`src/rtl/regfile_mp.sv`:
```
// Parametrised multi-port register file: registered reads with valid/busy strobes and a per-entry pending scoreboard.
// Optional macro REGFILE_BYPASS_EN forwards same-edge write data to reads of the written entry.
module regfile_mp #(
  parameter int WIDTH   = 32,
  parameter int DEPTH   = 32,
  parameter int NRD     = 2,
  parameter int ZERO_R0 = 0,
  localparam int AW     = $clog2(DEPTH)
) (
  input  logic                 clk,
  input  logic                 rst_n,
  input  logic                 we,
  input  logic [AW-1:0]        wr,
  input  logic [WIDTH-1:0]     wd,
  input  logic [NRD-1:0]       rd_en,
  input  logic [NRD*AW-1:0]    rr,
  output logic [NRD*WIDTH-1:0] dr,
  output logic [NRD-1:0]       rd_valid,
  output logic [NRD-1:0]       rd_busy,
  input  logic                 rsv,
  input  logic [AW-1:0]        rsv_addr,
  output logic [DEPTH-1:0]     pend
);

  localparam bit ZR = (ZERO_R0 != 0);

  logic [WIDTH-1:0]     mem [DEPTH];
  logic [DEPTH-1:0]     pend_n;
  logic [NRD*WIDTH-1:0] dr_n;
  logic [NRD-1:0]       busy_n;
  logic [AW-1:0]        ra [NRD];
  logic                 wr_ok;

  function automatic logic in_range(input logic [AW-1:0] a);
    return 32'(a) < 32'(DEPTH);
  endfunction

  function automatic logic hardwired(input logic [AW-1:0] a);
    return ZR && (a == '0);
  endfunction

  assign wr_ok = we && in_range(wr) && !hardwired(wr);

  // Reservation is applied after the write clear so a new producer wins.
  always_comb begin
    pend_n = pend;
    for (int unsigned j = 0; j < DEPTH; j++) begin
      if (we && 32'(wr) == j)
        pend_n[j] = 1'b0;
      if (rsv && 32'(rsv_addr) == j && !(ZR && j == 0))
        pend_n[j] = 1'b1;
    end
  end

  always_comb begin
    dr_n   = '0;
    busy_n = '0;
    for (int unsigned i = 0; i < NRD; i++) begin
      ra[i] = rr[i*AW +: AW];
      if (!in_range(ra[i]) || hardwired(ra[i])) begin
        dr_n[i*WIDTH +: WIDTH] = '0;
        busy_n[i]              = 1'b0;
      end
`ifdef REGFILE_BYPASS_EN
      else if (wr_ok && wr == ra[i]) begin
        dr_n[i*WIDTH +: WIDTH] = wd;
        busy_n[i]              = rsv && (rsv_addr == ra[i]);
      end
`endif
      else begin
        dr_n[i*WIDTH +: WIDTH] = mem[ra[i]];
        busy_n[i]              = pend[ra[i]];
      end
    end
  end

  always_ff @(posedge clk) begin
    if (!rst_n) begin
      mem      <= '{default: '0};
      pend     <= '0;
      dr       <= '0;
      rd_valid <= '0;
      rd_busy  <= '0;
    end else begin
      if (wr_ok)
        mem[wr] <= wd;
      pend     <= pend_n;
      rd_valid <= rd_en;
      for (int unsigned i = 0; i < NRD; i++) begin
        if (rd_en[i]) begin
          dr[i*WIDTH +: WIDTH] <= dr_n[i*WIDTH +: WIDTH];
          rd_busy[i]           <= busy_n[i];
        end
      end
    end
  end

endmodule
```
`config.mk`:
```
export PLATFORM = sky130hd
export DESIGN_NAME = regfile_mp
export DESIGN_NICKNAME = d
export VERILOG_FILES = /design/src/rtl/regfile_mp.sv
export SDC_FILE = /design/constraint.sdc
export NUM_CORES = 2
export LEC_CHECK = 0
export CAP_MARGIN = 10
export CELL_PAD_IN_SITES_DETAIL_PLACEMENT = 1
export CELL_PAD_IN_SITES_GLOBAL_PLACEMENT = 1
export CORE_MARGIN = 2
export CORE_UTILIZATION = 49
export CTS_BUF_LIST = sky130_fd_sc_hd__clkbuf_4
export DETAILED_ROUTE_END_ITERATION = 10
export PLACE_DENSITY_LB_ADDON = 0.3
export SYNTH_ARGS = -nofsm -noshare
export SYNTH_HDL_FRONTEND = slang
export SYNTH_SLANG_ARGS = --single-unit
```
`constraint.sdc`:
```
create_clock -name clk -period 2.2 [get_ports clk]
set_clock_uncertainty 0.2 [all_clocks]
set_input_delay 0.33 -clock clk [delete_from_list [all_inputs] [get_ports clk]]
set_output_delay 0.33 -clock clk [all_outputs]
set_load 0.02 [all_outputs]
```
Word-level counts from Yosys, hierarchy flattened
Cells that the tools add are included.

Output and inout bits: 100. Word-level logic and storage cells: 316. Register bits: 1124. Input bits: 58.

Reduce and logical (&&, ||, !) cells: 99. Eq/ne operators: 62. $lt $le $gt $ge: 6. Bitwise logic cells: 3. Multiplexer cells: 77.

Operator list (number): 1024-bit bitwise mux (1); 32-bit binary-select mux with 5-bit select (2); 32-bit demux with 5-bit select (1); 5-bit == test, second input constant (32); 32-bit 2-to-1 mux (5); 5-bit by 4-bit == test with 1-bit output, second input constant (16); 1-bit 2-to-1 mux (66); 1-bit logical AND (65); 2-bit nonzero test (32); 5-bit by 3-bit == test with 1-bit output, second input constant (8); 5-bit by 2-bit == test with 1-bit output, second input constant (4); 6-bit >= comparator, second input constant (3); 5-bit NOT with 6-bit output (3); 5-bit by 6-bit less-than comparator with 1-bit output, second input constant (2); 1-bit binary-select mux with 5-bit select (2); 5-bit by 1-bit == test with 1-bit output, second input constant (2); 5-bit logical NOT (2); 6-bit by 1-bit less-than comparator with 1-bit output, second input constant (1).

Depth between registers and ports, before layout
Depth in word-level cells: 6. Gate-level depth with buffers: 8. Depth with buffers taken out: 5.

Worst setup path after synthesis
Ideal clock, no wire load.

Path kind: in2reg. Start point: in rr[5]. End point: reg dr[59]. Library setup time: 0.070 ns. Setup slack: 0.149 ns. Stages on the path: 8. Buffers on the path: 3. Arrival time: 1.781 ns. Required time: 1.930 ns. Cell sequence: buf_4 > buf_12 > clkbuf_8 > mux2i_1 > a22oi_1 > a21oi_1 > or4_1 > a21oi_1.

Word-level cells in the longest chain between the ends: 4.

Ends and longest elaborated chain: start, declared (line 16) `input logic [NRD*AW-1:0] rr,`; 5-bit NOT with 6-bit output (implied by the code) (line 71) `dr_n[i*WIDTH +: WIDTH] = mem[ra[i]];`; 32-bit binary-select mux with 5-bit select (line 71); 32-bit 2-to-1 mux (implied by the code) (2 in series) (line 71); end signal, assigned by index (line 91) `dr[i*WIDTH +: WIDTH] <= dr_n[i*WIDTH +: WIDTH];`; end, declared (line 17) `output logic [NRD*WIDTH-1:0] dr,`.

Every way passes these cells. The select of a mux whose other input is x is not followed. A chain may end at the register's enable or synchronous reset.

Final worst setup path
Start point: reg dr[49]. End point: out dr[49].

No word-level cell between the ends.

==> impl_results.md <==
* Status: finished with violations
* Violated checks: negative setup slack
* Ys Warns at 0
* Wire per inst at 31.8 um
* Slack of the worst reg-to-reg path at 60 ps
* Horiz. Die Dim at 352 um
* CTS tree: yes
* Synth-to-Final Area Change at 23.6%
* Worst Path Max Fanout at 2
* Final Cycle Share at 111%
* Dpl cell area at 68000 um^2
* Final setup viols at 100
* Max-slew headroom at 42.2%
* Max-cap violations at 0
* ANT nets after route at 0
* Startpoint Class: register
* Total track usage at 47.4%
* Antenna violations before repair at 8
* Hold_sp: rr[9]
* Bufs on Longest Clock Path at 4
* Root Buffer: clkbuf_4
* Reg2reg start: mem[713]
* Detailed-route vias per instance at 6.71
* Clk sinks at 1124
* Fin worst setup slack at -239 ps
* Min Hold Slack at 53.8 ps
* Cell breakdown of the critical path: buf_6
* Avg Inst Size Synth at 8.30 um^2
* Critical path class: register to primary output
* Io pins at 158
* Post-synthesis cell type count at 30
* Core footprint at 120000 um^2
* Setup tns final at -15630 ps
* Nets at 7688
* Yosys reg bits at 1124
* DRT Pass-1 Iters at 8
* Vias in the first global route at 67600
* PwrDens at 646 nW/um^2
* Post-route DRC violation count at 0
* Commonest non-fill, non-tap cells in the layout: 2054 x nand2_1, 1056 x mux2i_1, 1024 x dfxtp_1
* Post-Syn Nets at 7198
* Initial core utilization at 49.4%
* Tmin final at 2440 ps
* Final instance area at 73300 um^2
* RSZ-0062 raised after global routing: true
* Leading cell type in the layout, fill and taps excluded: nand2_1
* Die area at 124000 um^2
* Initial DRC Count at 7354
* Worst IR Drop VDD at 0.622 mV
* Slowest CP cell: dfxtp_4
* GPL Wtd Cong at 0.944
* Buf/Inv on CP at 1
* Worst hold path class: input pin to register
* CP max stage delay at 420 ps
* Largest net degree at the start of global routing at 118
* Final-layout fill cell count at 13800
* Overflow after GRT at 0
* CTS buffer count at 328
* Post-Syn Instances at 7140
* IO buf count at 157
* Worst Hold Depth at 6
* Dpl hpwl at 185 mm
* Routed vias at 63500
* Total Routed Length at 301 mm
* CP required at 1670 ps
* Fmax at 0.410 GHz
* Worst skew pair latency at 1410 ps
* Pre-CTS setup slack at -965 ps
* Leak at 27.9 nW
* Actual slew at the worst max-slew pin at 867 ps
* Hold endpoint: dr[34]
* Max Slew Vio Count at 0
* First-pass GRT wire length at 436 mm
* Die H at 352 um
* Arr. time, crit path at 1910 ps
* Crit. End Element: primary output
* CP top delay family: flip-flops
* Seq/Total Area, Yosys at 38.0%
* Depth of the most critical reg-to-reg path at 5
* R2r endpoint: dr[41]
* Post-layout util at 61.1%
* Mapped Area at 59300 um^2
* # rows at 127
* Share of layout cells above drive strength 1 at 18.4%
* H-tree Lvls at 5
* Final hold vios at 0
* Reg clk slew, reported paths at 70 ps
-- Yosys cell counts (all sizes together) --
cell / number / area share [%]
nor3: 11 / 0.13
dfxtp: 1124 / 38
a22oi: 552 / 7.0
clkbuf: 551 / 3.5
nor2b: 46 / 0.49
a21oi: 330 / 2.8
or3: 1 / 0.011
nand2b: 10 / 0.11
a32oi: 8 / 0.12
and2: 6 / 0.063
or2: 7 / 0.074
nor4: 3 / 0.042
buf: 156 / 2.1
o21ai: 66 / 0.56
nand2: 2088 / 13
mux2i: 1056 / 18
nor2: 34 / 0.22
or4: 66 / 0.84
nand4: 1 / 0.011
a21boi: 1024 / 13
-- logic make-up after synthesis --
group | synth area share, %
AND/OR/NAND/NOR | 15.2
AO/OA/AOI/OAI | 23.4
flip-flops | 38.0
multiplexers | 17.8
buffers and inverters | 5.60
-- repair_timing --
action / CTS / global route
hold endpoints to repair: 1124 / 0
hold buffers: 59 / 0
setup endpoints to repair: 100 / 104
buffers inserted: 31 / 14
gates resized for setup: 781 / 13
-- worst reg2reg max path: stages (launching register included) --
cell and delay (ps):
dfxtp_1 370, mux2i_1 110, a22oi_1 330, a21oi_1 260, or4_1 630, a21oi_1 160
-- worst max-delay path by stage --
| stage | from | end | slack [ps] | depth (start not counted) |
|---|---|---|---|---|
| final | dr[49] | dr[49] | -240 | 1 |
| after CTS | dr[11] | dr[11] | -290 | 1 |
| after global routing | dr[11] | dr[11] | -230 | 1 |
| after floorplan | rr[5] | dr[59] | 150 | 8 |
| after global placement | we | mem[815] | -800 | 9 |
| after detailed placement | wr[2] | mem[811] | -960 | 9 |
-- power by group --
part	leakage (nW)	total, mW	internal (mW)	switching [mW]
Clock	2.35	20.1	10.1	10.0
Sequential	9.13	20.9	20.6	0.299
Combinational	16.4	6.39	2.57	3.82
Total	27.9	47.3	33.2	14.1
-- sequential cells by signal (all words and copies together), names as in the netlist --
signal and cells:
dr 64, mem 1024, pend 32, rd_busy 2, rd_valid 2
-- cell type report --
| type | instances | area (um^2) | share of cell area, % |
|---|---|---|---|
| Clock inverter | 51 | 196 | 0.268 |
| Clock buffer | 491 | 3690 | 5.03 |
| Sequential cell | 1124 | 22800 | 31.1 |
| Tap cell | 1612 | 2020 | 2.75 |
| Antenna cell | 14 | 35.0 | 0.0478 |
| Timing Repair Buffer | 867 | 10700 | 14.7 |
| Multi-Input combinational cell | 5309 | 33800 | 46.2 |
-- stage by stage --
stage          cells  total power [mW]
3_5_place_dp    8809              27.2
4_1_cts         9441              46.8
2_1_floorplan   7140              24.4
6_report        9468              47.3
5_1_grt         9458              48.4
3_3_place_gp    8809              27.0
-- routing by layer --
metal | global-route usage (%) | up-vias | share of wire [%]
li1 | - | 25900 | -
met1 | 55.4 | 31000 | 36
met4 | 40.1 | 10 | 9.4
met5 | 0 | - | 0.031
met3 | 16.3 | 1873 | 13
met2 | 69.6 | 4669 | 42
(Power assumes the default switching activity.)
